==> src/rtl/tinycore_bus_mem.sv <==
// tinycore_bus_mem: memory-side responder for the tinycore CPU bus.
// Holds program/data RAM, fills it from a byte-stream loader while the core
// is held in reset, then releases the core and serves its reads and writes.
// Optional feature macro: TINYCORE_MEM_PROTECT_EN makes the loaded image
// read-only in RUN and pulses wp_fault on every blocked write.
module tinycore_bus_mem #(
    parameter int ADDR_SZ   = 8,
    parameter int DATA_SZ   = 8,
    parameter int MEM_DEPTH = 1 << ADDR_SZ
) (
    input  logic               clk,
    input  logic               reset,
    input  logic [ADDR_SZ-1:0] addr,
    input  logic [DATA_SZ-1:0] data_i,
    input  logic               we,
    output logic [DATA_SZ-1:0] data_o,
    input  logic               ld_valid,
    input  logic [DATA_SZ-1:0] ld_data,
    input  logic               ld_last,
    output logic               ld_ready,
    output logic               core_reset_n,
    output logic               ld_ovf,
    output logic               wp_fault
);

    typedef enum logic [1:0] {
        LOAD    = 2'd0,
        RELEASE = 2'd1,
        RUN     = 2'd2
    } state_t;

    // Index width of the implemented array; out-of-range addresses are
    // filtered before indexing so the low bits never alias.
    localparam int                 IDX_W     = (MEM_DEPTH > 1) ? $clog2(MEM_DEPTH) : 1;
    localparam logic [ADDR_SZ:0]   DEPTH_EXT = (ADDR_SZ + 1)'(MEM_DEPTH);
    localparam logic [ADDR_SZ-1:0] LAST_PTR  = ADDR_SZ'(MEM_DEPTH - 1);

    logic [DATA_SZ-1:0] mem [MEM_DEPTH];

    state_t             state_q, state_d;
    logic [ADDR_SZ-1:0] ld_ptr_q, ld_ptr_d;
    logic               ld_ovf_q, ld_ovf_d;
    logic [DATA_SZ-1:0] data_o_q, data_o_d;
    logic               core_reset_n_q, core_reset_n_d;

    logic               xfer;
    logic               addr_in_range;
    logic               wr_blocked;
    logic               mem_we;
    logic [IDX_W-1:0]   mem_waddr;
    logic [DATA_SZ-1:0] mem_wdata;

    assign xfer          = ld_valid && ld_ready;
    assign addr_in_range = ({1'b0, addr} < DEPTH_EXT);

`ifdef TINYCORE_MEM_PROTECT_EN
    logic [ADDR_SZ:0] prog_len_q, prog_len_d;
    logic             wp_fault_q;

    assign wr_blocked = (state_q == RUN) && we && addr_in_range
                        && ({1'b0, addr} < prog_len_q);

    // Capture the image length on the transfer that ends the load
    always_comb begin
        prog_len_d = prog_len_q;
        if ((state_q == LOAD) && xfer && (ld_last || (ld_ptr_q == LAST_PTR))) begin
            prog_len_d = {1'b0, ld_ptr_q} + (ADDR_SZ + 1)'(1);
        end
    end

    // Image length and write-protect fault pulse registers
    always_ff @(posedge clk) begin
        if (reset) begin
            prog_len_q <= '0;
            wp_fault_q <= 1'b0;
        end else begin
            prog_len_q <= prog_len_d;
            wp_fault_q <= wr_blocked;
        end
    end

    assign wp_fault = wp_fault_q;
`else
    assign wr_blocked = 1'b0;
    assign wp_fault   = 1'b0;
`endif

    // State register plus loader pointer, overflow flag and registered outputs
    always_ff @(posedge clk) begin
        if (reset) begin
            state_q        <= LOAD;
            ld_ptr_q       <= '0;
            ld_ovf_q       <= 1'b0;
            data_o_q       <= '0;
            core_reset_n_q <= 1'b0;
        end else begin
            state_q        <= state_d;
            ld_ptr_q       <= ld_ptr_d;
            ld_ovf_q       <= ld_ovf_d;
            data_o_q       <= data_o_d;
            core_reset_n_q <= core_reset_n_d;
        end
    end

    // Next-state: load until ld_last or the array is full, one release cycle, then run
    always_comb begin
        state_d  = state_q;
        ld_ptr_d = ld_ptr_q;
        ld_ovf_d = ld_ovf_q;
        case (state_q)
            LOAD: begin
                if (xfer) begin
                    if (ld_last) begin
                        state_d = RELEASE;
                    end else if (ld_ptr_q == LAST_PTR) begin
                        state_d  = RELEASE;
                        ld_ovf_d = 1'b1;
                    end
                    if (ld_ptr_q != LAST_PTR) begin
                        ld_ptr_d = ld_ptr_q + ADDR_SZ'(1);
                    end
                end
            end
            RELEASE: state_d = RUN;
            RUN:     state_d = RUN;
            default: state_d = LOAD;
        endcase
    end

    // Outputs: loader handshake, core release, read data and RAM write port select
    always_comb begin
        ld_ready       = (state_q == LOAD) && !reset;
        core_reset_n_d = (state_d == RUN);
        data_o_d       = '0;
        mem_we         = 1'b0;
        mem_waddr      = ld_ptr_q[IDX_W-1:0];
        mem_wdata      = ld_data;
        case (state_q)
            LOAD: begin
                mem_we = xfer;
            end
            RUN: begin
                if (addr_in_range) begin
                    data_o_d = mem[addr[IDX_W-1:0]];
                end
                if (we && addr_in_range && !wr_blocked && !reset) begin
                    mem_we    = 1'b1;
                    mem_waddr = addr[IDX_W-1:0];
                    mem_wdata = data_i;
                end
            end
            default: ;
        endcase
    end

    // RAM write port; contents deliberately survive reset
    always_ff @(posedge clk) begin
        if (mem_we) begin
            mem[mem_waddr] <= mem_wdata;
        end
    end

    assign data_o       = data_o_q;
    assign core_reset_n = core_reset_n_q;
    assign ld_ovf       = ld_ovf_q;

endmodule

==> config.mk <==
export PLATFORM = sky130hd
export DESIGN_NAME = tinycore_bus_mem
export DESIGN_NICKNAME = d
export VERILOG_FILES = /design/src/rtl/tinycore_bus_mem.sv
export SDC_FILE = /design/constraint.sdc
export NUM_CORES = 2
export LEC_CHECK = 0
export CORE_ASPECT_RATIO = 1.4
export CORE_UTILIZATION = 38
export CTS_CLUSTER_SIZE = 20
export DETAILED_ROUTE_END_ITERATION = 6
export PLACE_DENSITY_LB_ADDON = 0.12
export RECOVER_POWER = 25
export SYNTH_ARGS = -nofsm -noshare
export SYNTH_HDL_FRONTEND = slang
export SYNTH_SLANG_ARGS = --single-unit
==> constraint.sdc <==
create_clock -name clk -period 7.76 [get_ports clk]
set_input_delay 1.552 -clock clk [delete_from_list [all_inputs] [get_ports clk]]
set_output_delay 1.552 -clock clk [all_outputs]
set_load 0.1 [all_outputs]
==> results_dict.tcl <==
set metrics [dict create \
    rrSetupSlack_ps 2700 \
    status "finished with violations" \
    cp.arrival_ps 6860 \
    grt_max_degree 151 \
    drc_errors 3 \
    via_per_inst 5.75 \
    post_cts_resize_count 0 \
    rr_worst_depth 7 \
    synth.distinct_cells 81 \
    worstPathRequired_ps 8360 \
    drv_slew 594 \
    gr-total-overflow 0 \
    finalSetupViolCount 0 \
    grt_util_all_layers_pct 22.9 \
    dieWidth_um 395 \
    placed_area_um2 85400 \
    cpMaxStageDelayCell "nand2_1" \
    layout.nets 4293 \
    cp-start-kind "input port" \
    hold_slack_ps 512 \
    synth.cell_area_um2 82000 \
    synth-main-ff-cell "edfxtp_1" \
    endpoint_kind "register" \
    slowest_delay_ps 2160 \
    power_leakage_nw 28.6 \
    period_share_pct 80.7 \
    synth_enable_flop_cells 2048 \
    mostFrequentLayoutCell "edfxtp_1" \
    syn_area_per_cell_um2 19.9 \
    dr_total_vias 41700 \
    cts.sinks 2067 \
    whs_path_depth 2 \
    grt_antenna_before_repair 13 \
    wl_per_cell_um 34.6 \
    cts.reportedPaths.clkPinSlew_ps 60 \
    clk_latency_ps 880 \
    cts_tree "done" \
    die_height_um 552 \
    grt_pass1_wl_mm 347 \
    ir_drop_mv 0.214 \
    post-route-util_pct 42.8 \
    finalWirelength_mm 251 \
    synth-async-reset-ratio_pct 0 \
    num-fill-cells 18800 \
    stdcell_area_um2 91800 \
    p_total_mw 23.4 \
    drive_gt1_share_pct 17.8 \
    final_cell_mix "2048 x edfxtp_1, 334 x nor2_1, 303 x mux4_2, 271 x mux2i_1, 210 x clkbuf_16" \
    path_cells "dlygate4sd3_1 -> clkbuf_1 -> nand3b_1 -> clkbuf_1 -> nand2_1 -> nand2_1 -> buf_4" \
    period_needed_ps 6260 \
    dieArea_um2 218000 \
    gp_congestion 0.880 \
    syn2layout_area_growth_pct 11.9 \
    hold_class "register to register" \
    hp-start "ld_ovf$_SDFFE_PP0P_" \
    synth_nets 4155 \
    setup_tns_ps 0 \
    reg2reg_to "mem[53][4]$_DFFE_PP_" \
    max_slew_margin_pct -114 \
    place_ws_ps 1570 \
    setup_ws_ps 1500 \
    p_per_area_nw_per_um2 255 \
    drt_iter0_drc 4082 \
    cap_violations 10 \
    rsz0062_at_grt "no" \
    first_pass_iters 7 \
    cp_max_fo 57 \
    min_to "ld_ovf$_SDFFE_PP0P_" \
    fmaxAchievable_mhz 160 \
    ys_warn_count 0 \
    r2r-start "state_q[0]$_SDFF_PP0_" \
    finClkSkew_ps 63.4 \
    htreeDepth 4 \
    fin_cells 7263 \
    hpwlAfterDp_mm 162 \
    cts_root_buf "clkbuf_16" \
    tightestPinTransition_ps 3210 \
    start_util_pct 38.3 \
    cts_buffers 207 \
    post_cts_buffers 0 \
    hold_viol 0 \
    ys_seq_area_share_pct 75.5 \
    postSynthCellCount 4122 \
    holdBufCountCts 0 \
    drtAntennaViolNets 0 \
    boundaryPins 41 \
    violations "design-rule violations, max-capacitance violations, max-slew violations" \
    rows 201 \
    dpl.cell_count 6893 \
    grt_pass1_vias 42500 \
    port_buffers 39 \
    clock_path_buffers 4 \
    critical_path_class "input port to register" \
    core_um2 214000 \
    synth_seq_cells 2067 \
]
final cells by class:
cell class	instances	area [um2]	area share, %
clock inverter	126	1070	1.16
multi-input combinational	1801	18200	19.8
tap	2842	3560	3.88
clock buffer	240	5370	5.85
antenna	4	10.0	0.0109
timing repair buffer	178	1690	1.85
inverter	5	23.8	0.0259
sequential	2067	61900	67.4
layer usage:
metal  GRT usage [%]  wire length, um
met1            28.2            97200
met4            9.40            11200
met3            3.44            14400
met5               0               46
met2            40.1           129000
worst max-delay path: cells and delay by family:
| family | cells | cell delay, ps |
|---|---|---|
| buffers and inverters | 4 | 2410 |
| and+or+nand+nor | 3 | 2790 |
state kept, by name, indices dropped and copies added, names as in the netlist:
register	cells
mem	2048
data_o	8
ld_ptr_q	8
state_q	2
ld_ovf	1
cell families after synthesis:
family / count (synthesis) / share of synthesized area [%]
compound gates: 380 / 3.30
xor+xnor: 6 / 0.0641
flops: 2067 / 75.5
simple gates: 738 / 4.13
buf+inv: 254 / 2.46
fa+ha+maj: 4 / 0.0611
other cells: 1 / 0.00457
mux: 672 / 14.5
synth_stat cells, types with 18 or more instances:
master,number,area share (%)
a2111oi_0,23,0.25
a21oi_1,51,0.31
a221oi_1,18,0.19
buf_12,25,0.61
buf_2,75,0.46
buf_4,22,0.20
buf_8,22,0.40
clkbuf_1,70,0.32
dfxtp_1,19,0.46
edfxtp_1,2048,75
mux2i_1,271,3.3
mux4_1,82,2.6
mux4_2,303,8.3
nand2_1,144,0.66
nand3_1,33,0.20
nand3b_1,18,0.16
nand4_1,25,0.19
nor2_1,335,1.5
nor3_1,80,0.49
o21ai_0,53,0.32
o221ai_1,81,0.87
o22ai_1,74,0.56
report_power, final:
group / leakage (nW) / total [mW] / internal [mW] / switching, mW
sequential: 18.6 / 12.4 / 12.4 / 0.00963
combinational: 6.90 / 1.26 / 0.356 / 0.900
clock: 3.14 / 9.76 / 5.47 / 4.29
how the worst max path moves through the flow:
stage            start                   end  slack [ps]  cells past startpoint
2_1_floorplan    reset   mem[0][0]$_DFFE_PP_        1600                      5
3_3_place_gp   addr[5]  data_o[6]$_SDFF_PP0_        1430                      8
3_5_place_dp   addr[5]  data_o[1]$_SDFF_PP0_        1570                      8
4_1_cts        addr[5]  data_o[1]$_SDFF_PP0_        2490                      8
5_1_grt          reset  mem[53][4]$_DFFE_PP_        1260                      7
6_report         reset  mem[53][4]$_DFFE_PP_        1500                      7
Note: power is estimated with default switching activity, not from simulation.
